[config.mk]
export PLATFORM = sky130hd
export DESIGN_NAME = snd_gen
export DESIGN_NICKNAME = d
export VERILOG_FILES = /design/src/rtl/snd_pkg.sv /design/src/rtl/snd_chan.sv /design/src/rtl/snd_gen.sv
export SDC_FILE = /design/constraint.sdc
export NUM_CORES = 1
export LEC_CHECK = 0
export ABC_AREA = 1
export BUFFER_PORTS_ARGS = -buffer_cell sky130_fd_sc_hd__clkbuf_2
export CORE_AREA = 2 2 250 252
export CTS_CLUSTER_DIAMETER = 50
export DETAILED_ROUTE_END_ITERATION = 8
export DIE_AREA = 0 0 252 254
export SYNTH_ARGS = -nofsm -noshare
export SYNTH_HDL_FRONTEND = slang
export SYNTH_SLANG_ARGS = --single-unit
[constraint.sdc]
create_clock -name i_Clk -period 3.5 [get_ports i_Clk]
set_input_delay 0.7 -clock i_Clk [delete_from_list [all_inputs] [get_ports i_Clk]]
set_output_delay 0.7 -clock i_Clk [all_outputs]
set_load 0.01 [all_outputs]
[src/rtl/snd_pkg.sv]
// snd_pkg: shared mode encoding and LFSR constants for the snd_gen sound generator.
`default_nettype none

package snd_pkg;

    typedef enum logic [1:0] {
        SND_OFF   = 2'd0,
        SND_TONE  = 2'd1,
        SND_SWEEP = 2'd2,
        SND_NOISE = 2'd3
    } snd_mode_e;

    localparam int LFSR_W = 15;
    localparam logic [LFSR_W-1:0] LFSR_SEED = 15'h0001;
    localparam int TAP_HI = 14;
    localparam int TAP_LO = 13;

    function automatic logic [LFSR_W-1:0] lfsr_step(input logic [LFSR_W-1:0] l);
        return {l[LFSR_W-2:0], l[TAP_HI] ^ l[TAP_LO]};
    endfunction

endpackage

`default_nettype wire

[src/rtl/snd_chan.sv]
// snd_chan: one sound channel (half-period counter, tone/sweep/noise output bit).
// NOISE mode exists only when SND_GEN_NOISE_EN is defined; otherwise mode 3 acts as OFF.
`default_nettype none

module snd_chan
    import snd_pkg::*;
#(
    parameter int CNT_W = 16
) (
    input  logic             clk,
    input  logic             rst_n,
    input  logic             wr_sel,
    input  logic [1:0]       wr_mode,
    input  logic [CNT_W-1:0] wr_start,
    input  logic [CNT_W-1:0] wr_step,
    input  logic [CNT_W-1:0] wr_limit,
    output logic             out
);

    snd_mode_e        mode;
    logic [CNT_W-1:0] start;
    logic [CNT_W-1:0] step;
    logic [CNT_W-1:0] limit;
    logic [CNT_W-1:0] period;
    logic [CNT_W-1:0] cnt;
    logic             running;
    logic             evt;
    logic [CNT_W:0]   sweep_sum;
    logic [CNT_W-1:0] sweep_next;

`ifdef SND_GEN_NOISE_EN
    logic [LFSR_W-1:0] lfsr;
    logic [LFSR_W-1:0] lfsr_nx;
    assign lfsr_nx = lfsr_step(lfsr);
    assign running = (mode != SND_OFF);
`else
    assign running = (mode == SND_TONE) || (mode == SND_SWEEP);
`endif

    // One extra bit catches wrap-around so an overflowing sweep reloads start.
    always_comb begin
        sweep_sum  = {1'b0, period} + {1'b0, step};
        sweep_next = sweep_sum[CNT_W-1:0];
        if (sweep_sum[CNT_W] || (sweep_sum[CNT_W-1:0] > limit)) begin
            sweep_next = start;
        end
    end

    assign evt = running && (cnt == period);

    always_ff @(posedge clk or negedge rst_n) begin
        if (!rst_n) begin
            mode   <= SND_OFF;
            start  <= '0;
            step   <= '0;
            limit  <= '0;
            period <= '0;
            cnt    <= '0;
            out    <= 1'b0;
`ifdef SND_GEN_NOISE_EN
            lfsr   <= LFSR_SEED;
`endif
        end else if (wr_sel) begin
            // A write overrides any event due on the same edge.
            mode   <= snd_mode_e'(wr_mode);
            start  <= wr_start;
            step   <= wr_step;
            limit  <= wr_limit;
            period <= wr_start;
            cnt    <= '0;
            out    <= 1'b0;
`ifdef SND_GEN_NOISE_EN
            lfsr   <= LFSR_SEED;
`endif
        end else if (!running) begin
            cnt <= '0;
            out <= 1'b0;
        end else if (evt) begin
            cnt <= '0;
            case (mode)
                SND_TONE: begin
                    out <= ~out;
                end
                SND_SWEEP: begin
                    out    <= ~out;
                    period <= sweep_next;
                end
`ifdef SND_GEN_NOISE_EN
                SND_NOISE: begin
                    lfsr <= lfsr_nx;
                    out  <= lfsr_nx[0];
                end
`endif
                default: begin
                    out <= 1'b0;
                end
            endcase
        end else begin
            cnt <= cnt + CNT_W'(1);
        end
    end

endmodule

`default_nettype wire

[src/rtl/snd_gen.sv]
// snd_gen: N_CH-channel square/sweep/noise generator with write decode and popcount level.
// Optional NOISE mode is enabled by defining SND_GEN_NOISE_EN.
`default_nettype none

module snd_gen
    import snd_pkg::*;
#(
    parameter int N_CH  = 4,
    parameter int CNT_W = 16,
    localparam int CH_W  = (N_CH > 1) ? $clog2(N_CH) : 1,
    localparam int LVL_W = $clog2(N_CH + 1)
) (
    input  logic             i_Clk,
    input  logic             i_Rst_L,
    input  logic             i_Wr_En,
    input  logic [CH_W-1:0]  i_Wr_Ch,
    input  logic [1:0]       i_Wr_Mode,
    input  logic [CNT_W-1:0] i_Wr_Start,
    input  logic [CNT_W-1:0] i_Wr_Step,
    input  logic [CNT_W-1:0] i_Wr_Limit,
    output logic [N_CH-1:0]  o_Out,
    output logic [LVL_W-1:0] o_Level
);

    // Channel indices at or above N_CH never match, so such writes are dropped.
    for (genvar i = 0; i < N_CH; i++) begin : g_ch
        logic wr_sel;
        assign wr_sel = i_Wr_En && (i_Wr_Ch == CH_W'(i));

        snd_chan #(
            .CNT_W (CNT_W)
        ) u_chan (
            .clk      (i_Clk),
            .rst_n    (i_Rst_L),
            .wr_sel   (wr_sel),
            .wr_mode  (i_Wr_Mode),
            .wr_start (i_Wr_Start),
            .wr_step  (i_Wr_Step),
            .wr_limit (i_Wr_Limit),
            .out      (o_Out[i])
        );
    end

    always_comb begin
        o_Level = '0;
        for (int i = 0; i < N_CH; i++) begin
            o_Level = o_Level + LVL_W'(o_Out[i]);
        end
    end

endmodule

`default_nettype wire

==> results.ini <==
[clocking]
path_clk_slew_ns = 0.06
clkSinkCount = 332
clockBufferDepth = 3
numCtsBuffers = 44
cts.htree.levels = 2
clk_latency_ns = 0.58
cts_tree = done
hold_buffers = 0
cts-root-buf = clkbuf_16

[synth]
synth-async-reset-ratio = 1.00
yosysSeqAreaShare = 0.389
synth_edf_count = 0
yosysUniqueCellTypes = 46
yosys_warnings = 0
yosysTopAreaCellShare = 0.389
synth_area_leader_cell = dfrtp_1
yosys-top-cells-area = dfrtp_1 (39%), nand2_1 (15%), inv_1 (9.2%), ha_1 (8.1%), nand3_1 (6.5%)
synthFlopType = dfrtp_1
synth-seq-cells = 332
synthCells = 2949
syn-num-nets = 3147
syn_area_mm2 = 0.0213
avgSynthCellArea_um2 = 7.24

[worst_setup_path]
end_kind = flop
arrival_ns = 3.76
r2r_end = g_ch[0].u_chan.period[6]
start_kind = flop
crit_end = g_ch[0].u_chan.period[6]
worstRegToRegCells = 17
rr_startpoint = g_ch[0].u_chan.period[0]
cp.required_ns = 3.98
worstPathMaxFanout = 16
worst-setup-path-type = flop to flop
cp-startpoint = g_ch[0].u_chan.period[0]
r2r_slack_ns = 0.22

[timing]
tightestPinTransition_ns = 0.851
relSlewSlack = 0.433
fin_worst_skew_ns = 0.0209
layout_setup_ws_ns = 0.220
post-route-min-period_ns = 3.28
final-setup-viol-count = 0
final.setup.tns_ns = 0
fmax_mhz = 305
hold_viol = 0
slew_viol_final = 0
rsz0062_at_grt = false
finalCritPeriodShare = 0.937

[route]
drt_pre_antenna_iters = 5
dr.first_iter.drc_count = 1350
wire_per_inst_um = 16.7
vias = 18400
finalWirelength_mm = 63.8
drc = 0
ant_nets = 0
routed_via_density = 4.79

[grt]
grt_max_degree = 85
grt_pass1_vias = 17300
antenna_found_initial = 7
grt.total_usage = 0.202
grt_first_pass_wirelength_mm = 99.0
grt-ovfl-total = 0

[cells_and_area]
final_area_mm2 = 0.0240
drive_above_1_share = 0.0738
area_delta_synth_final_pct = 12.7
layout_common_cells = nand2_1 (862), inv_1 (522), dfrtp_1 (331), nand3_1 (276), o21ai_0 (206)
layout.nets = 3200
layout_commonest_cell = nand2_1

[placement]
post-dp-hpwl_mm = 46.4
place_congestion = 0.916
portBuffers = 61
dpl-instance-area_mm2 = 0.0225
place_ws_ns = 0.00144

[flow_run]
drv_cap = 0

[floorplanning]
core-area_mm2 = 0.0613
pin_count = 62
initial_utilization = 0.348
fp.dieH_um = 254
die-area_mm2 = 0.0640
rows = 91
die_x_um = 252

[power]
total_power_mw = 15.2
power_density_mw_per_mm2 = 630
clock_power_share = 0.302
swShare = 0.394
internal-power_mw = 9.19
switchingPower_mw = 5.97
p_leak_nw = 12.8
vdd.ir_drop.worst_v = 0.000346
sequentialPowerShare = 0.316
p_comb_frac = 0.382

[hold_path]
hold_class = input port to asynchronous set/reset pin

[outcome]
outcome = finished, final reports clean

## layout make-up
cell class | count | area [um^2]
antenna | 2 | 5.00
clock buffer | 62 | 1290
sequential | 332 | 8310
tap | 790 | 988
timing repair buffer | 90 | 596
fill | 6380 | 37200
clock inverter | 19 | 185
multi-input combinational | 1998 | 10700
inverter | 536 | 2010
## critical path, stage by stage, from the launching register on
cell	delay [ns]
dfrtp_2	0.44
ha_2	0.23
fa_2	0.36
nand3_1	0.10
nand3_2	0.12
nand2_1	0.08
nand3_1	0.14
xor2_2	0.24
inv_1	0.07
ha_1	0.28
nand4_1	0.12
nor3_2	0.25
nand3_1	0.17
nand2_4	0.14
buf_12	0.16
nand3_1	0.09
nand3_1	0.12
nand2_1	0.06
## metrics by stage
stage           util  std cells  hold slack (ns)
2_1_floorplan      -       2949            0.404
3_3_place_gp   0.367       3742            0.475
3_5_place_dp   0.367       3742            0.481
4_1_cts        0.391       3823           0.0694
5_1_grt        0.393       3827            0.102
6_report       0.393       3829           0.0620
## routing by layer
metal	track usage	part of all wire	vias to the layer above
met5	0	0.00016	-
met4	0.0894	0.042	2
met3	0.0339	0.066	107
met2	0.300	0.42	442
met1	0.286	0.47	8435
li1	-	-	9371
## what timing repair did
item / CTS / global route
pin swaps: 0 / 4
hold endpoints to repair: 0 / 0
gates cloned: 0 / 1
setup buffers: 0 / 3
gates resized for setup: 1 / 20
endpoints found under the setup margin: 16 / 55
## power by group through the flow
| stage | sequential [mW] | clock, mW | combinational [mW] |
|---|---|---|---|
| after CTS | 4.78 | 4.70 | 5.62 |
| final | 4.78 | 4.58 | 5.79 |
| after floorplan | 4.70 | 0 | 4.12 |
| after global placement | 4.84 | 0 | 5.53 |
| after global routing | 4.84 | 4.85 | 6.65 |
| after detailed placement | 4.85 | 0 | 5.58 |
## flip-flops by register name, indices dropped and copies added, names as in the netlist
signal,flops
g_ch.u_chan.cnt,64
g_ch.u_chan.limit,64
g_ch.u_chan.period,64
g_ch.u_chan.start,64
g_ch.u_chan.step,64
g_ch.u_chan.mode,8
g_ch.u_chan.out,4
## how the worst min path moves through the flow
| stage | cells after the start | from | endpoint |
|---|---|---|---|
| detailed placement | 2 | g_ch[3].u_chan.step[2] | g_ch[3].u_chan.step[2] |
| finish | 1 | i_Rst_L | g_ch[0].u_chan.cnt[13] |
| CTS | 1 | i_Rst_L | g_ch[0].u_chan.cnt[13] |
| floorplan | 0 | i_Rst_L | g_ch[0].u_chan.cnt[0] |
| global placement | 2 | g_ch[3].u_chan.step[14] | g_ch[3].u_chan.step[14] |
| global route | 1 | i_Rst_L | g_ch[0].u_chan.cnt[13] |
## logic make-up (layout without fill, tap and decap cells)
group                      count (synthesis)  in the layout  share of synthesized area
other                                      0              2                          0
and+or+nand+nor                         1441           1442                      0.292
DFF                                      332            332                      0.389
AOI/OAI and AO/OA                        317            317                     0.0790
adders and majority gates                143            143                     0.0856
xor gates and xnor gates                  96             96                     0.0394
buffers and inverters                    620            707                      0.115
## cell usage after synthesis (3+ instances only)
library cell,number
o31ai_1,3
nor3_1,42
buf_2,33
a21o_1,4
o21ai_1,6
inv_1,522
nor3_4,3
or2_2,4
xnor2_1,56
o21ai_0,206
fa_1,5
clkinv_1,6
nand3b_1,16
nand3_1,277
nor2_2,8
nand2_4,3
nor2_1,149
nand4_1,34
a21oi_4,4
buf_4,7
nand2_1,867
xor2_1,40
nor2_4,4
and2_1,4
a21oi_1,81
clkbuf_1,37
buf_6,6
nor4_1,6
ha_1,138
or2_0,3
a21oi_2,3
nor3b_1,11
o21a_1,4
o21bai_1,3
dfrtp_1,332
inv_2,8
Power figures use the tool's default switching activity.
